### src/rtl/sha256_pkg.sv
// sha256_pkg: shared FSM state, block geometry and pad-word forming for the SHA-256 message padder.
package sha256_pkg;

    typedef enum logic [2:0] {IDLE, RD, WT, OUT, FIN} state_t;

    localparam int         BLOCK_WORDS = 16;
    localparam logic [7:0] PAD_BYTE    = 8'h80;

    // Keep the r leading message bytes of a big-endian word and place the pad byte right after them.
    function automatic logic [31:0] pad_word(input logic [31:0] data, input logic [1:0] r);
        logic [31:0] keep;
        keep = ~(32'hFFFF_FFFF >> {r, 3'b000});
        return (data & keep) | ({24'h0, PAD_BYTE} << {~r, 3'b000});
    endfunction

endpackage

### src/rtl/sha256_msg_pad.sv
// sha256_msg_pad: streams a SHA-256 padded message as big-endian 32-bit words read from
// word-addressed memory, appending the pad byte, zero fill and the 64-bit bit length.
module sha256_msg_pad
    import sha256_pkg::*;
(
    input  logic        clk,
    input  logic        reset_n,
    input  logic        start,
    input  logic [31:0] message_addr,
    input  logic [31:0] size,
    output logic        mem_clk,
    output logic        mem_we,
    output logic [15:0] mem_addr,
    input  logic [31:0] mem_read_data,
    output logic        w_valid,
    input  logic        w_ready,
    output logic [31:0] w_data,
    output logic        w_eob,
    output logic        w_last,
    output logic        done
);

    state_t      state;
    logic [31:0] i, size_q, c_size, c_nfull, idx, gen_word, formed;
    logic [15:0] base, addr_nxt;
    logic [32:0] c_nblk, c_total, c_last, c_lenhi;
    logic [1:0]  c_r;
    logic        need_mem, xfer, nxt_eob, nxt_last, unused;

    assign mem_clk = clk;
    assign mem_we  = 1'b0;
    assign xfer    = w_valid && w_ready;
    assign unused  = ^message_addr[31:16];

    // In IDLE the job parameters come straight from the inputs so word 0 can be decided at start.
    always_comb begin
        c_size   = (state == IDLE) ? size : size_q;
        c_nfull  = {2'b00, c_size[31:2]};
        c_r      = c_size[1:0];
        c_nblk   = (({1'b0, c_size} + 33'd8) >> 6) + 33'd1;
        c_total  = c_nblk * 33'd16;
        c_last   = c_total - 33'd1;
        c_lenhi  = c_total - 33'd2;
        idx      = (state == IDLE) ? 32'd0 : i + 32'd1;
        addr_nxt = ((state == IDLE) ? message_addr[15:0] : base) + idx[15:0];
        need_mem = (idx < c_nfull) || (idx == c_nfull && c_r != 2'd0);
        gen_word = (idx == c_nfull)          ? {PAD_BYTE, 24'h0} :
                   ({1'b0, idx} == c_lenhi)  ? {29'd0, c_size[31:29]} :
                   ({1'b0, idx} == c_last)   ? {c_size[28:0], 3'b000} : 32'd0;
        nxt_eob  = idx[3:0] == 4'(BLOCK_WORDS - 1);
        nxt_last = {1'b0, idx} == c_last;
        formed   = (i < c_nfull) ? mem_read_data : pad_word(mem_read_data, c_r);
    end

    always_ff @(posedge clk or negedge reset_n) begin
        if (!reset_n) begin
            state    <= IDLE;
            i        <= 32'd0;
            base     <= 16'd0;
            size_q   <= 32'd0;
            mem_addr <= 16'd0;
            w_valid  <= 1'b0;
            w_data   <= 32'd0;
            w_eob    <= 1'b0;
            w_last   <= 1'b0;
            done     <= 1'b0;
        end else begin
            done <= 1'b0;
            case (state)
                IDLE: if (start) begin
                    base   <= message_addr[15:0];
                    size_q <= size;
                    i      <= 32'd0;
                    if (need_mem) begin
                        mem_addr <= addr_nxt;
                        state    <= RD;
                    end else begin
                        w_data  <= gen_word;
                        w_eob   <= nxt_eob;
                        w_last  <= nxt_last;
                        w_valid <= 1'b1;
                        state   <= OUT;
                    end
                end
                RD: state <= WT;
                WT: begin
                    w_data  <= formed;
                    w_eob   <= i[3:0] == 4'(BLOCK_WORDS - 1);
                    w_last  <= {1'b0, i} == c_last;
                    w_valid <= 1'b1;
                    state   <= OUT;
                end
                OUT: if (xfer) begin
                    if (w_last) begin
                        w_valid <= 1'b0;
                        w_eob   <= 1'b0;
                        w_last  <= 1'b0;
                        done    <= 1'b1;
                        state   <= FIN;
                    end else begin
                        i <= idx;
                        if (need_mem) begin
                            w_valid  <= 1'b0;
                            mem_addr <= addr_nxt;
                            state    <= RD;
                        end else begin
                            w_data <= gen_word;
                            w_eob  <= nxt_eob;
                            w_last <= nxt_last;
                        end
                    end
                end
                FIN: state <= IDLE;
                default: state <= IDLE;
            endcase
        end
    end

endmodule

### config.mk
export PLATFORM = sky130hd
export DESIGN_NAME = sha256_msg_pad
export DESIGN_NICKNAME = d
export VERILOG_FILES = /design/src/rtl/sha256_pkg.sv /design/src/rtl/sha256_msg_pad.sv
export SDC_FILE = /design/constraint.sdc
export NUM_CORES = 1
export LEC_CHECK = 0
export ABC_CLOCK_PERIOD_IN_PS = 15500
export BUFFER_PORTS_ARGS = -buffer_cell sky130_fd_sc_hd__buf_2
export CORE_ASPECT_RATIO = 0.75
export CORE_UTILIZATION = 40
export CTS_CLUSTER_SIZE = 25
export DETAILED_ROUTE_END_ITERATION = 7
export GPL_TIMING_DRIVEN = 0
export PLACE_DENSITY = 0.64
export SYNTH_ARGS = -nofsm -noshare
export SYNTH_HDL_FRONTEND = slang
export SYNTH_SLANG_ARGS = --single-unit
### constraint.sdc
create_clock -name clk -period 15.5 [get_ports clk]
set_clock_uncertainty 0.1 [all_clocks]
set_input_delay 1.55 -clock clk [delete_from_list [all_inputs] [get_ports clk]]
set_output_delay 1.55 -clock clk [all_outputs]
set_load 0.1 [all_outputs]
Word level (Yosys, flattened, before mapping)
Index checks and enable logic that the tools add are counted.

storage, ports and cells
  output and inout bits = 54
  logic and storage cells = 99
  input bits = 100
  flip-flop bits (word level) = 135

cells by class
  shift operators = 2
  magnitude comparators = 2
  muxes and demuxes = 47
  $add $sub $neg = 6
  reduce and logical (&&, ||, !) cells = 14
  bitwise operators = 4
  equal/unequal tests = 14

operators with widths
  kind                     number
  $mux W32                 13
  $eq A32 B33 Y1           3
  $pmux W32 S3             1
  $mux W16                 5
  $lt A32 B30 Y1           2
  $pmux W32 S2             1
  $add A32 B4 Y33 const B  1
  $sub A32 B1 Y33 const B  1
  $sub A32 B2 Y33 const B  1
  $add A32 B1 Y32 const B  1
  $and A32 B32 Y32         1
  $eq A32 B30 Y1           1
  $not A32 Y32             1
  $or A32 B32 Y32          1
  $pmux W16 S2             1
  $shl A8 B5 Y32 const A   1
  $shr A32 B5 Y32 const A  1
  $add A27 B1 Y28 const B  1
  $mux W1                  17
  $add A16 B16 Y16         1
  $mux W3                  4
  $pmux W3 S4              1
  $reduce_and A4 Y1        3
  $pmux W1 S3              3
  other kinds (15)         23

Logic depth before layout (Yosys ltp)
  word-level depth = 13
  mapped depth = 27
  depth with buffers taken out = 22

==> flow_summary.json <==
{
  "synth_compound_area_frac": 0.200,
  "grt_pass1_vias": 10700,
  "clk_pin_slew_ns": 0.06,
  "postSynthCellCount": 1386,
  "cts_post_setup_buffers_inserted": 0,
  "synthMuxAreaShare": 0.0830,
  "powerDensity_nw_per_um2": 197,
  "crit_path_start_kind": "clock port",
  "p_leak_nw": 6.23,
  "die_w_um": 204,
  "crit_arrival_ns": 8.39,
  "finalSetupViolCount": 0,
  "cts_tree": "done",
  "ys_ff_latch": 135,
  "synth.top_cell.area_share": 0.276,
  "synthAdderAreaFrac": 0.0782,
  "portBuffers": 136,
  "initial_core_util": 0.406,
  "gp_congestion": 0.921,
  "grt_pass1_wl_um": 62600,
  "hold_buffers": 0,
  "drv_cap": 0,
  "synth_nets": 1561,
  "status": "finished clean",
  "cp_num_cells": 4,
  "synth.avg_cell_area_sq_um": 8.82,
  "async_reset_ff_frac": 1.00,
  "cpPeakStageDelay_ns": 0.28,
  "synth_warnings": 0,
  "cp_top_family": "buffers and inverters",
  "crit_top_cell": "clkbuf_16",
  "cts_resized": 0,
  "synth.distinct_cells": 95,
  "synth_top_family_by_area": "simple AND/OR/NAND/NOR gates",
  "synth-edff-count": 0,
  "hold_viol": 0,
  "path_class": "clock port to primary output",
  "hpwl_um": 32800,
  "ys_top_cells_by_count": "dfrtp_1 (135), nand2_1 (135), xnor2_1 (101)",
  "via_per_inst": 5.94,
  "dieArea_sq_um": 31300,
  "peakVddDrop_v": 0.000157,
  "ys_seq_area_frac": 0.276,
  "grt_start_max_net_pins": 98,
  "synth_top_area_cell": "dfrtp_1",
  "synth-simple-area-share": 0.212,
  "whs_path_depth": 2,
  "core_sq_um": 30100,
  "cp_max_fo": 2,
  "num_rows": 55,
  "slew_headroom": 0.173,
  "die_y_um": 153,
  "area_growth_pct": 15.7,
  "ant_nets": 0,
  "drt_iter0_drc": 1080,
  "pin_count": 154,
  "layoutNonFillerInstCount": 1957,
  "cp_cell_sequence": "clkbuf_16, clkbuf_16, buf_4, buf_2",
  "yosys-top-cells-area": "dfrtp_1 (28%), ha_1 (7.6%), xnor2_1 (7.2%), mux2_2 (5.2%), nand2_1 (4.1%)",
  "antenna_cells": 0,
  "clk_latency_ns": 0.55,
  "tightest_slew_ns": 1.21,
  "path_buf_inv": 4,
  "synth_xor_area_frac": 0.114,
  "grt_antenna_before_repair": 2,
  "grt_overflow_total": 0,
  "worstPathRequired_ns": 13.85,
  "track_usage": 0.261,
  "placed_cells": 1922,
  "rsz0062_at_grt": "no",
  "wl_per_cell_um": 20.7,
  "drive_above_1_share": 0.198,
  "whs_ns": 0.380,
  "critPathCaptureType": "primary output",
  "synth_ff_type": "dfrtp_1",
  "power_mw": 2.79,
  "slew_viol_final": 0,
  "slowest_stage": "buf_2",
  "hold_path.class": "flip-flop to flip-flop",
  "syn_area_sq_um": 12200,
  "vias": 11600,
  "drc": 0,
  "finalSetupTns_ns": 0,
  "layout.nets": 1720,
  "wirelength_um": 40500,
  "ff2ff_path_depth": 23,
  "dr.pass1.iters": 5
}
-- power by group --
group	switching [mW]	internal, mW
clock	0.209	0.298
combinational	1.21	0.493
sequential	0.0953	0.483
-- per-stage QoR --
stage / area (sq um) / util / setup WS (ns)
2_1_floorplan: 12200 / - / 5.89
3_3_place_gp: 13400 / 0.446 / 5.72
3_5_place_dp: 13400 / 0.447 / 5.72
4_1_cts: 14100 / 0.470 / 5.46
5_1_grt: 14100 / 0.470 / 5.44
6_report: 14100 / 0.470 / 5.46
-- per-layer routing --
layer / track usage / up-vias / routed length (um)
met5: 0 / - / 10
met4: 0.0652 / 2 / 551
met3: 0.0644 / 44 / 3720
met2: 0.349 / 492 / 15800
met1: 0.407 / 5615 / 20500
li1: - / 5462 / -
-- tightest hold or removal path, delay by kind of cell, from the launching register on --
| family | cells | cell delay, ns |
|---|---|---|
| and+or+nand+nor | 1 | 0.04 |
| DFF | 1 | 0.34 |
| AOI/OAI and AO/OA | 1 | 0.06 |
-- cell families (layout without fill, tap and decap cells) --
group	Yosys count	after routing
xor+xnor	156	156
mux	89	89
other cells	1	1
buf+inv	102	274
flops	135	135
fa+ha+maj	76	76
compound gates	344	344
simple gates	483	483
-- final cells by class --
class,count,area [sq um]
well taps,399,499
repair buffers,136,709
clock buffers,21,505
multi-input cells,1149,8400
plain buffers,61,289
clock inverters,15,208
inverters,41,154
flip-flops and latches,135,3380
fillers,2918,15900
-- registers in the layout, indices dropped and copies added (netlist names), 3 cells and up --
| register | count |
|---|---|
| i | 32 |
| state | 3 |
| base | 16 |
| mem_addr | 16 |
| w_data | 32 |
| size_q | 32 |
-- path summary, 6_finish.rpt --
kind | from | to | slack [ns]
setup / recovery | clk | mem_clk | 5.46
hold / removal | mem_addr[14] | mem_addr[14] | 0.38
setup reg to reg | state[0] | mem_addr[1] | 6.95
hold reg to reg | mem_addr[14] | mem_addr[14] | 0.38
max in group asynchronous | reset_n | w_data[4] | 13.67
min in group asynchronous | reset_n | size_q[8] | 0.81
-- cells in the final DEF (no fill, tap or decap), types with 24 or more instances in the layout --
cell type    n
a21oi_1     60
a22oi_1     32
nand2_1    135
and3_1      24
ha_1        74
clkbuf_1    39
a21o_1      29
nor2_1      84
mux2i_1     26
xnor2_1    101
xor2_1      53
nor3_1      29
dfrtp_1    135
o21ai_0     65
inv_1       38
a22o_1      31
mux2_2      56
buf_2      140
nand4_1     44
nand3_1     46
Note: power is estimated with default switching activity, not from simulation.
